<file path="src/rtl/traffic_pkg.sv">
// traffic_pkg: shared lamp, fault-cause and state encodings for the signal safety monitor
package traffic_pkg;
    localparam logic [1:0] LAMP_OFF   = 2'b00;
    localparam logic [1:0] LAMP_GREEN = 2'b01;
    localparam logic [1:0] LAMP_RED   = 2'b10;

    localparam logic [2:0] FC_NONE        = 3'b000;
    localparam logic [2:0] FC_CONFLICT    = 3'b001;
    localparam logic [2:0] FC_BAD_CODE    = 3'b010;
    localparam logic [2:0] FC_SHORT_GREEN = 3'b011;
    localparam logic [2:0] FC_SHORT_GAP   = 3'b100;

    localparam logic [1:0] ST_STARTUP = 2'd0;
    localparam logic [1:0] ST_MONITOR = 2'd1;
    localparam logic [1:0] ST_FAULT   = 2'd2;

    // 2'b00 and 2'b11 are not legal sequencer lamp codes
    function automatic logic lamp_invalid(input logic [1:0] code);
        return code[1] == code[0];
    endfunction
endpackage

</file>
<file path="src/rtl/approach_run_timer.sv">
// approach_run_timer: tracks one approach's green run and flags runs that end too short
module approach_run_timer
    import traffic_pkg::*;
#(
    parameter int MIN_GREEN = 5
) (
    input  logic       clk,
    input  logic       rst,
    input  logic       en,
    input  logic [1:0] lamp,
    output logic       green,
    output logic       start,
    output logic       stop,
    output logic       short_run
);
    localparam int W = $clog2(MIN_GREEN + 1);
    localparam logic [W-1:0] RUN_MAX = W'(MIN_GREEN);

    logic         was_green_q, was_green_d;
    logic         valid_q, valid_d;
    logic [W-1:0] run_q, run_d;

    assign green     = lamp == LAMP_GREEN;
    assign start     = green && !was_green_q;
    assign stop      = was_green_q && !green;
    assign short_run = stop && valid_q && (run_q < RUN_MAX);

    // Count the current run (saturating); a run is judged only if its first cycle was enabled
    always_comb begin
        was_green_d = green;
        run_d       = !green ? '0 : start ? W'(1) : (run_q == RUN_MAX) ? run_q : run_q + 1'b1;
        valid_d     = green && (start ? en : valid_q);
    end

    // Run tracking registers
    always_ff @(posedge clk or posedge rst) begin
        if (rst) begin
            was_green_q <= 1'b0;
            valid_q     <= 1'b0;
            run_q       <= '0;
        end else begin
            was_green_q <= was_green_d;
            valid_q     <= valid_d;
            run_q       <= run_d;
        end
    end
endmodule

</file>
<file path="src/rtl/signal_safety_monitor.sv">
// signal_safety_monitor: checks a 4-way sequencer's lamp codes and forces a safe flashing-red on faults
module signal_safety_monitor
    import traffic_pkg::*;
#(
    parameter int MIN_GREEN    = 5,
    parameter int MIN_ALL_RED  = 2,
    parameter int STARTUP_TIME = 3,
    parameter int FLASH_HALF   = 4
) (
    input  logic       clk,
    input  logic       rst,
    input  logic [1:0] r1,
    input  logic [1:0] r2,
    input  logic [1:0] r3,
    input  logic [1:0] r4,
    input  logic       clear,
    output logic [1:0] lamp1,
    output logic [1:0] lamp2,
    output logic [1:0] lamp3,
    output logic [1:0] lamp4,
    output logic       fault,
    output logic [2:0] fault_code,
    output logic       active
);
    localparam int CMAX = (STARTUP_TIME > 2 * FLASH_HALF) ? STARTUP_TIME : 2 * FLASH_HALF;
    localparam int CW   = $clog2(CMAX + 1);
    localparam int GW   = $clog2(MIN_ALL_RED + 1);
    localparam logic [GW-1:0] GAP_MAX    = GW'(MIN_ALL_RED);
    localparam logic [CW-1:0] FLASH_LAST = CW'(2 * FLASH_HALF - 1);
    localparam logic [CW-1:0] FLASH_MID  = CW'(FLASH_HALF);

    logic [3:0][1:0] r_q, r_d, lamp;
    logic [1:0]      state_q, state_d;
    logic [CW-1:0]   cnt_q, cnt_d;
    logic [2:0]      fault_code_q, fault_code_d;
    logic [GW-1:0]   gap_q, gap_d;
    logic            armed_q, armed_d;
    logic [3:0]      green, start, stop, short_run, bad;
    logic [2:0]      det_code;
    logic            mon, det, any_green, all_red, flash_off;

    for (genvar i = 0; i < 4; i++) begin : g_approach
        approach_run_timer #(.MIN_GREEN(MIN_GREEN)) u_timer (
            .clk       (clk),
            .rst       (rst),
            .en        (mon),
            .lamp      (r_q[i]),
            .green     (green[i]),
            .start     (start[i]),
            .stop      (stop[i]),
            .short_run (short_run[i])
        );
        assign bad[i]  = lamp_invalid(r_q[i]);
        assign lamp[i] = (mon && !det) ? r_q[i] : flash_off ? LAMP_OFF : LAMP_RED;
    end

    assign mon        = state_q == ST_MONITOR;
    assign any_green  = |green;
    assign all_red    = r_q == {4{LAMP_RED}};
    assign flash_off  = (state_q == ST_FAULT) && (cnt_q >= FLASH_MID);
    assign det        = mon && (det_code != FC_NONE);
    assign lamp1      = lamp[0];
    assign lamp2      = lamp[1];
    assign lamp3      = lamp[2];
    assign lamp4      = lamp[3];
    assign fault      = state_q == ST_FAULT;
    assign active     = mon;
    assign fault_code = fault_code_q;

    // Prioritised fault cause; x & (x-1) is non-zero when two or more approaches are green
    always_comb begin
        det_code = (green & (green - 4'd1)) != 4'd0 ? FC_CONFLICT :
                   |bad                             ? FC_BAD_CODE :
                   |short_run                       ? FC_SHORT_GREEN :
                   (armed_q && |start && gap_q < GAP_MAX) ? FC_SHORT_GAP : FC_NONE;
    end

    // Input capture, all-red gap length and gap-check arming after the first green end in MONITOR
    always_comb begin
        r_d     = {r4, r3, r2, r1};
        gap_d   = any_green ? '0 : (gap_q == GAP_MAX) ? gap_q : gap_q + 1'b1;
        armed_d = mon && !det && (armed_q || |stop);
    end

    // Mode sequencing: startup hold, monitoring, and latched fault with flash counter
    always_comb begin
        state_d      = state_q;
        cnt_d        = '0;
        fault_code_d = fault_code_q;
        case (state_q)
            ST_STARTUP: begin
                cnt_d = cnt_q + 1'b1;
                if (int'(cnt_q) + 1 >= STARTUP_TIME) begin
                    state_d = ST_MONITOR;
                    cnt_d   = '0;
                end
            end
            ST_MONITOR: begin
                if (det) begin
                    state_d      = ST_FAULT;
                    fault_code_d = (fault_code_q == FC_NONE) ? det_code : fault_code_q;
                end
            end
            ST_FAULT: begin
                cnt_d = (cnt_q == FLASH_LAST) ? '0 : cnt_q + 1'b1;
                if (clear && all_red) begin
                    state_d      = ST_STARTUP;
                    cnt_d        = '0;
                    fault_code_d = FC_NONE;
                end
            end
            default: state_d = ST_STARTUP;
        endcase
    end

    // State registers
    always_ff @(posedge clk or posedge rst) begin
        if (rst) begin
            r_q          <= {4{LAMP_RED}};
            state_q      <= ST_STARTUP;
            cnt_q        <= '0;
            fault_code_q <= FC_NONE;
            gap_q        <= '0;
            armed_q      <= 1'b0;
        end else begin
            r_q          <= r_d;
            state_q      <= state_d;
            cnt_q        <= cnt_d;
            fault_code_q <= fault_code_d;
            gap_q        <= gap_d;
            armed_q      <= armed_d;
        end
    end
endmodule

</file>
<file path="config.mk">
export PLATFORM = sky130hd
export DESIGN_NAME = signal_safety_monitor
export DESIGN_NICKNAME = d
export VERILOG_FILES = /design/src/rtl/traffic_pkg.sv /design/src/rtl/approach_run_timer.sv /design/src/rtl/signal_safety_monitor.sv
export SDC_FILE = /design/constraint.sdc
export NUM_CORES = 1
export LEC_CHECK = 0
export CORE_AREA = 2 2 77 79
export CTS_CLUSTER_SIZE = 30
export DETAILED_ROUTE_END_ITERATION = 12
export DIE_AREA = 0 0 79 81
export GPL_ROUTABILITY_DRIVEN = 0
export GPL_TIMING_DRIVEN = 0
export PLACE_DENSITY_LB_ADDON = 0.1
export REMOVE_ABC_BUFFERS = 1
export SYNTH_ARGS = -nofsm -noshare
export SYNTH_HDL_FRONTEND = slang
export SYNTH_HIERARCHICAL = 1
export SYNTH_SLANG_ARGS = --single-unit
</file>
<file path="constraint.sdc">
create_clock -name clk -period 3.25 [get_ports clk]
set_clock_uncertainty 0.1 [all_clocks]
set_input_delay 0.325 -clock clk [delete_from_list [all_inputs] [get_ports clk]]
set_output_delay 0.325 -clock clk [all_outputs]
set_load 0.03 [all_outputs]
</file>
# ---- After elaboration in Yosys (flattened, before gate mapping)
# Cells that the tools add are included.
dict set report word_totals {
  word_cells 151
  register_bits 40
  in_bits 11
}
dict set report classes {
  muxes 39
  eq_ne 26
  bitwise 1
  reduce_logical 49
  n_lt_le_gt_ge 7
  addsub 8
}
# operator count
set op_table {}
lappend op_table {{3-bit two-way mux} 19}
lappend op_table {{1-bit logical AND} 27}
lappend op_table {{2-bit two-way mux} 10}
lappend op_table {{4-bit OR reduction} 5}
lappend op_table {{3-bit by 1-bit adder with 3-bit output, second input constant} 4}
lappend op_table {{3-bit equality test, second input constant} 4}
lappend op_table {{3-bit less-than comparator, second input constant} 4}
lappend op_table {{4-bit two-way mux} 3}
lappend op_table {{3-bit != test, second input constant} 4}
lappend op_table {{2-bit by 1-bit equality test with 1-bit output, second input constant} 5}
lappend op_table {{1-bit zero test} 9}
lappend op_table {{8-bit equality test, second input constant} 1}
lappend op_table {{2-bit != test, second input constant} 4}
lappend op_table {{4-bit one-hot mux with 2 select lines} 1}
lappend op_table {{2-bit one-hot mux with 3 select lines} 1}
lappend op_table {{3-bit one-hot mux with 2 select lines} 1}
lappend op_table {{4-bit by 1-bit adder with 5-bit output, second input constant} 1}
lappend op_table {{5-bit by 2-bit greater-or-equal comparator with 1-bit output, second input constant} 1}
lappend op_table {{4-bit by 1-bit adder with 4-bit output, second input constant} 1}
lappend op_table {{4-bit AND} 1}
lappend op_table {{1-bit equality test} 4}
lappend op_table {{2-bit equality test, second input constant} 2}
lappend op_table {{4-bit by 3-bit equality test with 1-bit output, second input constant} 1}
lappend op_table {{4-bit by 3-bit greater-or-equal comparator with 1-bit output, second input constant} 1}
lappend op_table {{other kinds (13)} 16}

# ---- Longest topological paths before layout
# Gate-level depths: netlist of run 1.
dict set report depth {
  ltp_word 14
  depth_mapped 7
  ltp_nobuf 6
}

# ---- Hierarchy
# The synthesis of run 1 kept the hierarchy.
# module area_each_um2 cells_per_inst instances
set by_module_without_submodules {}
lappend by_module_without_submodules {approach_run_timer 285.3 27 4}
lappend by_module_without_submodules {signal_safety_monitor 1012.2 96 1}

# ---- Worst setup path after synthesis of run 1
# Ideal clock, no wire load.
dict set report synth_timing {
  path_kind {register to output}
  from {register r_q[3] (netlist bit)}
  to {output lamp1[0]}
  t_required_ns 2.825
  slack_ns 0.613
  arrival_ns 2.212
  path_stages_with_launch 8
  path_cell_list {dfstp_2 -> nand2b_2 -> and4_2 -> nor4_2 -> o311ai_1 -> or3b_1 -> buf_6 -> nor2_1}
}
dict set report synth_between {
  elab_chain_cells 14
  elab_cells_between_ends 24
  cone_classes {add/sub (1); eq/ne (2); mux (5); bitwise (1); reduce/logical (15)}
}
# item line
set synth_rtl {}
lappend synth_rtl {{start: declaration} signal_safety_monitor.sv:32} ;# logic [3:0][1:0] r_q, r_d, lamp;
lappend synth_rtl {{start signal: assignment} signal_safety_monitor.sv:119} ;# r_q <= {4{LAMP_RED}};
lappend synth_rtl {{start signal: assignment} signal_safety_monitor.sv:126} ;# r_q <= r_d;
lappend synth_rtl {{2-bit by 1-bit equality test with 1-bit output} approach_run_timer.sv:23} ;# assign green = lamp == LAMP_GREEN;
lappend synth_rtl {{1-bit zero test} approach_run_timer.sv:25} ;# assign stop = was_green_q && !green;
lappend synth_rtl {{1-bit logical AND} approach_run_timer.sv:25}
lappend synth_rtl {{1-bit logical AND (2 in a row)} approach_run_timer.sv:26} ;# assign short_run = stop && valid_q && (run_q < RUN_MAX);
lappend synth_rtl {{named net short_run[1]} signal_safety_monitor.sv:38} ;# logic [3:0] green, start, stop, short_run, bad;
lappend synth_rtl {{4-bit OR reduction} signal_safety_monitor.sv:74} ;# |short_run ? FC_SHORT_GREEN :
lappend synth_rtl {{3-bit two-way mux} signal_safety_monitor.sv:74}
lappend synth_rtl {{3-bit two-way mux} signal_safety_monitor.sv:73} ;# |bad ? FC_BAD_CODE :
lappend synth_rtl {{3-bit two-way mux} signal_safety_monitor.sv:72} ;# det_code = (green & (green - 4'd1)) != 4'd0 ? FC_CONFLICT :
lappend synth_rtl {{3-bit nonzero test} signal_safety_monitor.sv:61} ;# assign det = mon && (det_code != FC_NONE);
lappend synth_rtl {{1-bit logical AND} signal_safety_monitor.sv:61}
lappend synth_rtl {{1-bit zero test} signal_safety_monitor.sv:54} ;# assign lamp[i] = (mon && !det) ? r_q[i] : flash_off ? LAMP_OFF : LAMP_RED;
lappend synth_rtl {{1-bit logical AND} signal_safety_monitor.sv:54}
lappend synth_rtl {{2-bit two-way mux} signal_safety_monitor.sv:54}
lappend synth_rtl {{end: declaration} signal_safety_monitor.sv:17} ;# output logic [1:0] lamp1,
# The timed path passes the listed nets, and every way through them passes these cells.

# ---- Worst setup path in the final report of run 1
dict set report layout_timing {
  from {register r_q[7] (netlist bit)}
  to {output lamp2[0]}
}
dict set report layout_between {
  elab_chain_cells 14
  elab_cells_between_ends 24
  cone_classes {add/sub (1); eq/ne (2); mux (5); bitwise (1); reduce/logical (15)}
}
# item line
set layout_rtl {}
lappend layout_rtl {{2-bit by 1-bit equality test with 1-bit output *} approach_run_timer.sv:23}
lappend layout_rtl {{named net green[3]} signal_safety_monitor.sv:38}
lappend layout_rtl {{parallel branches: the longest is 7 deep, another holds 4-bit by 1-bit subtractor with 4-bit output} n/a}
lappend layout_rtl {{3-bit two-way mux *} signal_safety_monitor.sv:72}
lappend layout_rtl {{3-bit nonzero test *} signal_safety_monitor.sv:61}
lappend layout_rtl {{1-bit logical AND *} signal_safety_monitor.sv:61}
lappend layout_rtl {{1-bit zero test *} signal_safety_monitor.sv:54}
lappend layout_rtl {{1-bit logical AND *} signal_safety_monitor.sv:54}
lappend layout_rtl {{2-bit two-way mux *} signal_safety_monitor.sv:54}
lappend layout_rtl {{end: declaration} signal_safety_monitor.sv:18} ;# output logic [1:0] lamp2,
# Mark *: on every way through the listed nets, which the timed path passes.

==> impl_results.rst, run 1 <==
.. list-table::
   :header-rows: 1

   * - Metric
     - Value
   * - Critical path launch point type
     - flop
   * - CP Data Required Time
     - ~2800 ps
   * - Y dimension of the die
     - just over 80 µm
   * - Fmax achieved
     - ~0.32 GHz
   * - Number of H-tree levels
     - 2
   * - Number of non-filler instances in the completed layout
     - 309
   * - Average cell area after synthesis
     - between 10 and 15 µm²
   * - Leading cell types in the layout, fill and taps excluded
     - dfrtp_1, nor2_1, inv_1, ha_1, clkdlybuf4s50_1
   * - Post-Synthesis Cell Area
     - roughly 2200 µm²
   * - Class of the most critical hold timing path
     - in2async
   * - Biggest fanout along the worst timing path
     - 10
   * - Final sum of negative setup slack
     - 0 ps
   * - Number of clock buffers inserted by TritonCTS
     - 5
   * - Detailed-route vias per instance
     - roughly 5.0
   * - Max-capacitance violation count
     - 0
   * - Remaining global-route overflow
     - 0
   * - Slew HR
     - between 40% and 50%
   * - Share of the cycle needed by the critical path after routing
     - between 90% and 100%
   * - Share of the yosys chip area belonging to registers
     - a little under half
   * - Final number of hold-violating endpoints
     - 0
   * - Synth cell types
     - 38
   * - RSZ-0062 raised after global routing
     - false
   * - Wire length of the first global-routing pass
     - approximately 7.0 mm
   * - Setup-failing EPs final
     - 0
   * - Least-Margin Pin Slew
     - roughly 790 ps
   * - Number of buffers and inverters on the critical path
     - 2
   * - Number of standard cells after synthesis
     - about 200
   * - Antenna violations before repair
     - 0
   * - X dimension of the die
     - about 79 µm
   * - Floorplan core area
     - between 5000 and 6000 µm²
   * - Most common library cell in the layout ignoring fill and taps
     - dfrtp_1
   * - Effective utilization at floorplan
     - 37.9%
   * - Number of global-route vias before repair
     - 1,491
   * - Drt initial violations
     - 27
   * - Nets
     - about 260
   * - Total routing usage reported by global routing
     - between 10 and 15%
   * - Max incr delay on CP
     - 570 ps
   * - Series of cell instances along the critical path
     - nand2b_2 -> inv_1 -> or3_1 -> o21a_1 -> or3b_4 -> nor2_1 -> clkdlybuf4s15_1
   * - Total count of max-transition violations in the final report
     - 0
   * - Type of destination of the critical path
     - primary output
   * - Category of the most critical setup path
     - reg2out
   * - # Post-CTS Setup Buffers
     - 0
   * - Die Outline Area
     - roughly 6400 µm²
   * - Detailed-router iteration count before antenna repair
     - 4
   * - Power per unit of standard cell area
     - between 400 and 500 nW/µm²
   * - Post-synthesis async set-or-reset flop share
     - between 90% and 100%
   * - TritonCTS clock tree
     - done
   * - # IOs
     - 24
   * - Drc violations
     - 0
   * - Shortest period the worst path allows
     - 3110 ps
   * - Max stage delay cell, worst path
     - dfstp_2
   * - Fraction of final layout cells sized beyond drive strength 1
     - between 10% and 20%
   * - Wirelength per Cell
     - around 14 µm
   * - Ant. Diodes
     - 0
   * - Root Buffer
     - clkbuf_8
   * - Worst endpoint data arrival time
     - 2690 ps
   * - Predominant post-synthesis flop cell
     - dfrtp_1
   * - Rows
     - 28
   * - Top Family by Delay on Critical Path
     - simple AND/OR/NAND/NOR gates
   * - Maximum number of pins on one net before global-route repair
     - 21
   * - Flip-flop and latch count after synthesis
     - 40
   * - Latest clock arrival within the worst-skew pair
     - 280 ps
   * - CTS hold repair buffers
     - 0
   * - Hold slack final
     - ~290 ps
   * - Number of nets still failing antenna checks after routing
     - 0
   * - Sink count of the clock tree
     - 40
   * - Worst vdd ir
     - roughly 0.00022 V
   * - Post-CTS clock slew at the launch and capture registers of the worst setup and hold paths
     - 70 ps
   * - Post-synth EDFFs
     - 0
   * - Total wire length after detailed routing
     - between 4 and 5 mm
   * - DP Wirelength
     - 3.28 mm
   * - Maximum clock insertion buffer count
     - 2
   * - DR vias
     - between 1,500 and 2,000
   * - Yosys warns
     - 6
   * - Layout area overhead
     - 17.5%
   * - Outcome
     - finished clean
   * - Placed Instances
     - 301
   * - Input/output buffers
     - 23
   * - Leakage Power
     - between 1 and 1.5 nW
==> worst register-to-register path: cells and delay by family (launching register included) <==
family | cells | cell delay, ps
simple gates | 3 | 1070
flops | 1 | 570
compound gates | 2 | 310
buf+inv | 1 | 90
==> routing by layer <==
metal / share of wire (%) / GRT usage, % / routed length, µm
met2: 45 / 23.0 / 1920
met4: 0.84 / 5.86 / 36
met5: 0 / 0 / 0
met3: 3.5 / 4.00 / 149
met1: 51 / 19.2 / 2170
==> registers in the layout, summed over array words and instances (netlist names) <==
register                        flops
r_q                                 8
g_approach.u_timer/was_green_q      4
gap_q                               2
g_approach.u_timer/valid_q          4
fault_code                          3
state_q                             2
armed_q                             1
cnt_q                               4
g_approach.u_timer/run_q           12
==> cell families after synthesis <==
group                    Yosys count  synth area share (%)
AND/OR/NAND/NOR                   89                  26.0
AO/OA/AOI/OAI                     31                  11.2
multiplexers                       4                  1.86
flip-flops                        40                  46.7
buffers and inverters             22                  4.18
XOR/XNOR                           2                 0.814
adder cells (fa/ha/maj)           16                  9.18
==> repair_timing <==
item,4_1_cts,5_1_grt
resized for setup,10,16
setup endpoints to repair,8,8
pin swaps,0,2
==> final timing paths <==
kind | from | endpoint | slack, ps | depth (start not counted)
worst min register to register | g_approach[0].u_timer/valid_q | g_approach[0].u_timer/valid_q | 420 | 2
worst max register to register | r_q[7] | armed_q | 1030 | 6
worst min-delay path | rst | g_approach[3].u_timer/run_q[0] | 290 | 2
worst max-delay path | r_q[7] | lamp2[0] | 140 | 7
min in group clk | r1[1] | r_q[1] | 340 | 1
max in group asynchronous | rst | r_q[6] | 2010 | 2
==> per-stage QoR <==
stage	util [%]	power (W)	cell area [µm²]	worst slack, ps
finish	44.6	0.00122	2530	140
CTS	44.9	0.00124	2550	47.1
detailed placement	43.5	0.000918	2470	-82.4
global route	44.6	0.00130	2530	10.2
global placement	43.5	0.000920	2470	-58.9
floorplan	-	0.000814	2140	600
==> power breakdown <==
| part | leakage (nW) | total (W) | switching, W | internal, W |
|---|---|---|---|---|
| Clock | 0.0422 | 0.000313 | 0.000163 | 0.000151 |
| Sequential | 0.514 | 0.000598 | 0.0000505 | 0.000547 |
| Combinational | 0.616 | 0.000307 | 0.000168 | 0.000140 |
| Total | 1.17 | 0.00122 | 0.000381 | 0.000837 |
==> layout make-up <==
| cell class | instances | area, µm² |
|---|---|---|
| Sequential cell | 40 | 1010 |
| Inverter | 21 | 78.8 |
| Clock buffer | 7 | 76.3 |
| Fill cell | 556 | 3150 |
| Timing Repair Buffer | 23 | 195 |
| Clock inverter | 1 | 5.00 |
| Multi-Input combinational cell | 142 | 1070 |
| Tap cell | 75 | 93.8 |
==> synth_stat cells, types with 2 or more instances <==
cell type,n,share of area [%]
inv_1,21,3.7
a22o_1,2,0.81
nand3b_1,4,1.4
nor3_1,7,1.6
o21a_1,5,1.7
and4_2,4,1.9
dfstp_2,4,4.9
nor4_2,2,1.2
and4b_1,4,1.9
nand2b_2,4,1.6
dfrtp_1,36,42
and2_2,8,2.8
a21oi_1,3,0.70
nand3_1,2,0.46
ha_1,15,8.7
nor2b_1,4,1.2
nand2_1,10,1.7
nor2_1,23,4.0
mux2i_1,4,1.9
nor4_1,3,0.87
o21ai_0,8,1.9
a211oi_1,4,1.4
and3b_1,8,3.3
or4_1,2,0.70
a211oi_2,4,2.3
Note: power is estimated with default switching activity, not from simulation.
==> run 2, diff against run 1 <==
- clock period: 3.25 -> 2.67 ns (I/O delays scaled with it)
==> run 2 against run 1 <==
  * The run now ends with setup timing left
  * Sequential power rose by 22%
  * Critical path depth grew 1
  * Worst setup slack got worse by 280 ps
  * Power grew 27%
  * Clock power increased by 22%
  * Non-clock buffer count grew 20
  * Via count is 5.2% higher
  * Final area rose by 13%
  * Sequential share of layout area fell by 4.5 points
  * Wire length up 7.7%
  * Register-to-register slack worse by 670 ps
==> impl_results.rst, run 2 (synthesized netlist as in run 1, its figures left out) <==
.. list-table::
   :header-rows: 1

   * - Metric
     - Value
   * - Outcome
     - complete, but fails checks
   * - Violated checks
     - setup timing
   * - Most common library cell in the layout ignoring fill and taps
     - dfrtp_1
   * - RSZ-0062 raised after global routing
     - true
   * - Number of non-filler instances in the completed layout
     - 329 (+6.5%)
   * - Detailed-router iteration count before antenna repair
     - 4 (unchanged)
   * - Biggest fanout along the worst timing path
     - 6 (-4)
   * - Layout area overhead
     - 32.4%
   * - Setup slack of the critical path after layout
     - -136 ps (-275 ps)
   * - Share of power burned in the clock network
     - 24.8% (-0.9 points)
   * - Reg with most FFs
     - g_approach.u_timer/run_q
   * - Max-capacitance violation count
     - 0 (unchanged)
   * - Share of the cycle needed by the critical path after routing
     - 105%
   * - Instance area at placement
     - 2470 µm² (unchanged)
   * - Worst vdd ir
     - 0.000296 V (+36%)
   * - Least-Margin Pin Slew
     - 801 ps (+12.0 ps)
   * - Placed Instances
     - 301 (unchanged)
   * - Fraction of final layout cells sized beyond drive strength 1
     - 31.9% (+13 points)
   * - X dimension of the die
     - 79 µm (unchanged)
   * - Drt initial violations
     - 45 (+67%)
   * - Number of flip-flops in the largest register
     - 12 (unchanged)
   * - Class of the most critical hold timing path
     - in2async
   * - Root Buffer
     - clkbuf_8
   * - Ant. Diodes
     - 0 (unchanged)
   * - Critical path launch point type
     - flop
   * - Sink count of the clock tree
     - 40 (unchanged)
   * - Slew HR
     - 46.6% (-0.80 points)
   * - Y dimension of the die
     - 81 µm (unchanged)
   * - Leakage Power
     - 1.31 nW (+11%)
   * - CTS hold repair buffers
     - 0 (unchanged)
   * - Die Outline Area
     - 6400 µm² (unchanged)
   * - Power per unit of standard cell area
     - 542 nW/µm² (+13%)
   * - Post-route standard cell area excluding fillers
     - 2850 µm² (+13%)
   * - Drc violations
     - 0 (unchanged)
   * - Shortest period the worst path allows
     - between 2000 and 3000 ps
   * - Total routing usage reported by global routing
     - 15.6% (+1.0 points)
   * - Maximum clock insertion buffer count
     - 2 (unchanged)
   * - DR vias
     - 1,628 (+5.2%)
   * - Logic pwr share
     - 27.9% (+2.7 points)
   * - Antenna violations before repair
     - 0 (unchanged)
   * - Post-Place Setup Slack
     - -604 ps (-522 ps)
   * - Nets
     - 279 (+7.7%)
   * - Number of global-route vias before repair
     - 1,659 (+11%)
   * - Floorplan core area
     - 5680 µm² (unchanged)
   * - Wire length of the first global-routing pass
     - 7.62 mm (+8.5%)
   * - End-of-flow core utilization
     - 50.2% (+5.6 points)
   * - Latest clock arrival within the worst-skew pair
     - 280 ps (about the same)
   * - Remaining global-route overflow
     - 0 (unchanged)
   * - Number of H-tree levels
     - 2 (unchanged)
   * - Leading cell types in the layout, fill and taps excluded
     - dfrtp_1, buf_4, nor2_1, inv_1, clkdlybuf4s50_1
   * - Fmax achieved
     - 0.356 GHz
   * - Number of fillers in the final layout
     - 539 (-3.1%)
   * - Setup-failing EPs final
     - 8 (+8)
   * - DP Wirelength
     - 3.28 mm (unchanged)
   * - Worst endpoint data arrival time
     - 2440 ps (-250 ps)
   * - Total internal power
     - 0.00106 W (+26%)
   * - Portion of total power attributed to sequential cells
     - 47.3% (-1.8 points)
   * - Number of clock buffers inserted by TritonCTS
     - 5 (unchanged)
   * - Post-CTS clock slew at the launch and capture registers of the worst setup and hold paths
     - 70 ps (about the same)
   * - Effective utilization at floorplan
     - 37.9% (unchanged)
   * - Category of the most critical setup path
     - reg2out
   * - # IOs
     - 24 (unchanged)
   * - Type of destination of the critical path
     - primary output
   * - Input/output buffers
     - 23 (unchanged)
   * - Total count of max-transition violations in the final report
     - 0 (unchanged)
   * - Wirelength per Cell
     - 14.0 µm (+1.2%)
   * - Biggest registers after layout
     - g_approach.u_timer/run_q: 12 flops, r_q: 8 flops
   * - Total wire length after detailed routing
     - 4.61 mm (+7.7%)
   * - Rows
     - 28 (unchanged)
   * - Maximum number of pins on one net before global-route repair
     - 21 (unchanged)
   * - Final number of hold-violating endpoints
     - 0 (unchanged)
   * - Number of nets still failing antenna checks after routing
     - 0 (unchanged)
   * - Detailed-route vias per instance
     - 4.95 (-1.2%)
   * - CP Data Required Time
     - 2300 ps (-520 ps)
   * - Sw Ratio
     - 31.5% (+0.29 points)
   * - Net Switching
     - 0.000487 W (+28%)
   * - TritonCTS clock tree
     - done
[run 2: cell count changes in the layout (fill, tap and decap cells not counted), moves of 5 or more]
cell      change
buf_4        +19
clkbuf_2      -7
inv_2         +5
nor2_1        -5
buf_6         +8
nor2_4        +5
inv_1         -5
[run 2: power by group through the flow]
stage                     clock, W  sequential (W)  combinational [W]
after floorplan                  0        0.000733           0.000257
after global placement           0        0.000740           0.000380
after detailed placement         0        0.000740           0.000378
after CTS                 0.000401        0.000730           0.000431
after global routing      0.000417        0.000742           0.000475
final                     0.000383        0.000731           0.000432
[run 2: critical path, cell delays in order (launching register included)]
cell      delay (ps)
dfstp_2          570
nand2b_4         160
inv_2             50
or3_4            390
o21a_1           140
or3b_4           440
buf_8            160
nor2_4           100
buf_6            130
[run 2: area by class of cell]
class | count | area [µm²] | share of cell area, %
tap | 75 | 93.8 | 3.29
inverter | 21 | 78.8 | 2.77
timing repair buffer | 43 | 398 | 14.0
clock buffer | 7 | 76.3 | 2.68
sequential | 40 | 1010 | 35.3
multi-input combinational | 142 | 1190 | 41.8
clock inverter | 1 | 5.00 | 0.176
[run 2: per-layer routing]
metal	track usage [%]	part of all wire, %
met1	19.9	48
met2	26.4	48
met3	2.78	3.3
met4	6.72	0.59
met5	0	0
[run 2: path summary, 6_finish.rpt]
| check | slack [ps] | depth (start not counted) | startpoint | to |
|---|---|---|---|---|
| min in group clk | 290 | 1 | r1[1] | r_q[1] |
| max in group asynchronous | 1480 | 2 | rst | gap_q[0] |
| worst max-delay path | -140 | 8 | r_q[5] | lamp4[0] |
| worst min-delay path | 230 | 2 | rst | g_approach[3].u_timer/run_q[0] |
| worst min register to register | 420 | 1 | cnt_q[0] | cnt_q[0] |
| worst max register to register | 360 | 8 | r_q[5] | armed_q |
[run 2: per-stage QoR]
step	total power (W)	TNS (ps)	hold WS, ps
final	0.00154	-850	229
after global routing	0.00163	-1450	260
after global placement	0.00112	-4380	397
after floorplan	0.000990	0	-54.5
after detailed placement	0.00112	-4520	405
after CTS	0.00156	-785	219
[run 2: timing repair]
action / in CTS / in global routing
setup buffers: 18 / 2
resized for setup: 85 / 6
pin swaps: 15 / 1
setup endpoints to repair: 8 / 8
==> run 3, diff against run 2 <==
- CORE_AREA: 2 2 77 79 -> 5 5 80 82
- DIE_AREA: 0 0 79 81 -> 0 0 85 87
==> run 3 against run 2 <==
  * The run still ends with setup timing left
  * Critical path type unchanged
  * Wire length is 2.2% higher
  * Core utilization increased by 0.13 points
  * Via count up 0.98%
  * Worst setup slack worse by 43 ps
  * Global-route usage decreased by 2.1 points
  * Final area is 0.26% higher
  * Sequential cell count unchanged
  * Critical path depth decreased by 1
  * Combinational power increased by 2%
  * Largest power group unchanged
  * Non-clock buffer count fell by 1
  * Clock power is 5.5% higher
  * Register-to-register slack improved by 130 ps
==> impl_results.rst, run 3 (synthesized netlist as in run 1, its figures left out) <==
.. list-table::
   :header-rows: 1

   * - Metric
     - Value
   * - Logic pwr share
     - 28.0% (about the same)
   * - Hold slack final
     - 240 ps (+11.4 ps)
   * - Max-capacitance violation count
     - 0 (unchanged)
   * - Number of buffers and inverters on the critical path
     - 2 (-1)
   * - Wire length of the first global-routing pass
     - 7.91 mm (+3.7%)
   * - Type of destination of the critical path
     - primary output
   * - Least-Margin Pin Slew
     - 794 ps (-7.29 ps)
   * - Power per unit of standard cell area
     - 551 nW/µm² (+1.7%)
   * - Highest routed layer
     - met4
   * - Critical path launch point type
     - flop
   * - Worst vdd ir
     - 0.000278 V (-6.1%)
   * - Rows
     - 28 (unchanged)
   * - Max stage delay cell, worst path
     - dfstp_2
   * - Most common library cell in the layout ignoring fill and taps
     - dfrtp_1
   * - Post-CTS clock slew at the launch and capture registers of the worst setup and hold paths
     - 90 ps (+20 ps)
   * - Ant. Diodes
     - 0 (unchanged)
   * - Number of fillers in the final layout
     - 528 (-2.0%)
   * - Fraction of final layout cells sized beyond drive strength 1
     - 31.1% (-0.79 points)
   * - Floorplan core area
     - 5680 µm² (unchanged)
   * - Worst endpoint data arrival time
     - 2480 ps (+40 ps)
   * - RSZ-0062 raised after global routing
     - true
   * - # IOs
     - 24 (unchanged)
   * - Reg-to-reg critical path startpoint
     - r_q[5]
   * - Post-Place Setup Slack
     - -583 ps (+21.6 ps)
   * - Detailed-route vias per instance
     - 5.00 (+0.98%)
   * - Antenna violations before repair
     - 0 (unchanged)
   * - Detailed-router iteration count before antenna repair
     - 4 (unchanged)
   * - DP Wirelength
     - 3.25 mm (-0.69%)
   * - DR vias
     - 1,644 (+0.98%)
   * - Violated checks
     - setup timing
   * - Portion of total power attributed to sequential cells
     - 46.4% (-0.9 points)
   * - Total internal power
     - 0.00106 W (+0.51%)
   * - Setup slack of the critical path after layout
     - -179 ps (-43.1 ps)
   * - Net Switching
     - 0.000512 W (+5.1%)
   * - Number of flip-flops in the largest register
     - 12 (unchanged)
   * - Effective utilization at floorplan
     - 37.9% (unchanged)
   * - Remaining global-route overflow
     - 0 (unchanged)
   * - Y dimension of the die
     - 87 µm (+7.4%)
   * - Drc violations
     - 0 (unchanged)
   * - Leakage Power
     - 1.31 nW (+0.31%)
   * - Biggest registers after layout
     - g_approach.u_timer/run_q: 12 flops, r_q: 8 flops
   * - Total area of multi-input combinational cells
     - 1200 µm² (+0.52%)
   * - Die Outline Area
     - 7400 µm² (+16%)
   * - Fmax achieved
     - 0.351 GHz (-1.5%)
   * - Total routing usage reported by global routing
     - 13.5% (-2.1 points)
   * - Amount of wire on met3 after detailed routing
     - 173 µm (+15%)
   * - TritonCTS clock tree
     - done
   * - Number of nets still failing antenna checks after routing
     - 0 (unchanged)
   * - Series of cell instances along the critical path
     - buf_6 -> ha_4 -> nor4_4 -> o311ai_4 -> or3b_4 -> o21a_1 -> buf_6
   * - Shortest period the worst path allows
     - 2850 ps (+43.1 ps)
   * - Biggest fanout along the worst timing path
     - 5 (-1)
   * - Maximum clock insertion buffer count
     - 2 (unchanged)
   * - Wirelength per Cell
     - 14.3 µm (+2.2%)
   * - CTS hold repair buffers
     - 0 (unchanged)
   * - Top Family by Delay on Critical Path
     - simple AND/OR/NAND/NOR gates
   * - Total count of max-transition violations in the final report
     - 0 (unchanged)
   * - Routed metal-1 wire length
     - 2.33 mm (+4.3%)
   * - Nets
     - 279 (unchanged)
   * - Final sum of negative setup slack
     - -1180 ps (-327 ps)
   * - Number of H-tree levels
     - 2 (unchanged)
   * - CP Data Required Time
     - 2300 ps (about the same)
   * - X dimension of the die
     - 85 µm (+7.6%)
   * - Number of global-route vias before repair
     - 1,716 (+3.4%)
   * - Root Buffer
     - clkbuf_8
   * - Cell type with the highest occurrence count on the critical path
     - buf_6
   * - Final number of hold-violating endpoints
     - 0 (unchanged)
   * - FF+latch area
     - 1010 µm² (+0.13%)
   * - Share of the cycle needed by the critical path after routing
     - 107% (+1.6 points)
   * - Slew HR
     - 47.0% (+0.49 points)
   * - Layout area overhead
     - 32.7%
   * - Max incr delay on CP
     - 560 ps (about the same)
   * - Latest clock arrival within the worst-skew pair
     - 290 ps (about the same)
   * - Setup-failing EPs final
     - 8 (unchanged)
   * - Category of the most critical setup path
     - reg2out
   * - Total wire length after detailed routing
     - 4.72 mm (+2.2%)
   * - Share of power burned in the clock network
     - 25.6% (+0.8 points)
   * - Drt initial violations
     - 105 (+130%)
   * - Class of the most critical hold timing path
     - in2async
   * - Met2 layer wire length in the routed design
     - 2.14 mm (-3.0%)
   * - Outcome
     - complete, but fails checks
   * - Leading cell types in the layout, fill and taps excluded
     - dfrtp_1, nor2_1, inv_1, buf_4, clkdlybuf4s50_1
   * - Sink count of the clock tree
     - 40 (unchanged)
   * - Sw Ratio
     - 32.5% (+0.96 points)
   * - Maximum number of pins on one net before global-route repair
     - 21 (unchanged)
   * - Critical Path Source
     - r_q[5]
   * - Input/output buffers
     - 23 (unchanged)
   * - Reg with most FFs
     - g_approach.u_timer/run_q
   * - Number of clock buffers inserted by TritonCTS
     - 5 (unchanged)
## run 3: final cells by class
type                    count  area share (%)
clock inverters             2           0.569
repair buffers             42            13.7
multi-input cells         143            41.9
clock buffers               6            2.54
well taps                  75            3.28
inverters                  21            2.76
flip-flops and latches     40            35.2
## run 3: metal layers
| layer | vias to the layer above | track usage [%] |
|---|---|---|
| li1 | 815 | - |
| met3 | 8 | 3.78 |
| met4 | 0 | 3.31 |
| met5 | - | 0 |
| met1 | 788 | 18.1 |
| met2 | 33 | 21.6 |
## run 3: power groups by stage
stage               clock [W]  combinational (W)  sequential (W)
CTS                  0.000417           0.000431        0.000728
finish               0.000404           0.000441        0.000731
global route         0.000448           0.000487        0.000742
floorplan                   0           0.000257        0.000733
global placement            0           0.000383        0.000739
detailed placement          0           0.000383        0.000739
## run 3: worst paths after layout
| kind | slack (ps) | end | cells past startpoint |
|---|---|---|---|
| setup / recovery | -180 | lamp3[1] | 7 |
| hold / removal | 240 | g_approach[0].u_timer/run_q[1] | 2 |
| setup reg to reg | 490 | armed_q | 6 |
| hold reg to reg | 420 | fault_code[0] | 2 |
| max in group asynchronous | 1430 | r_q[6] | 2 |
| min in group clk | 270 | r_q[7] | 1 |
## run 3: repair_timing
| action | CTS | global route |
|---|---|---|
| setup buffers | 15 | 4 |
| endpoints found under the setup margin | 8 | 8 |
| pin swaps | 10 | 9 |
| gates resized for setup | 76 | 9 |
| gates cloned | 1 | 0 |
| hold endpoints to repair | 0 | 0 |
## run 3: stage by stage
stage	total power [W]	cells	area (µm²)	utilization, %
after detailed placement	0.00112	301	2470	43.5
final	0.00157	329	2860	50.4
after floorplan	0.000990	203	2140	-
after global placement	0.00112	301	2470	43.5
after global routing	0.00168	329	2860	50.4
after CTS	0.00158	325	2780	49.0
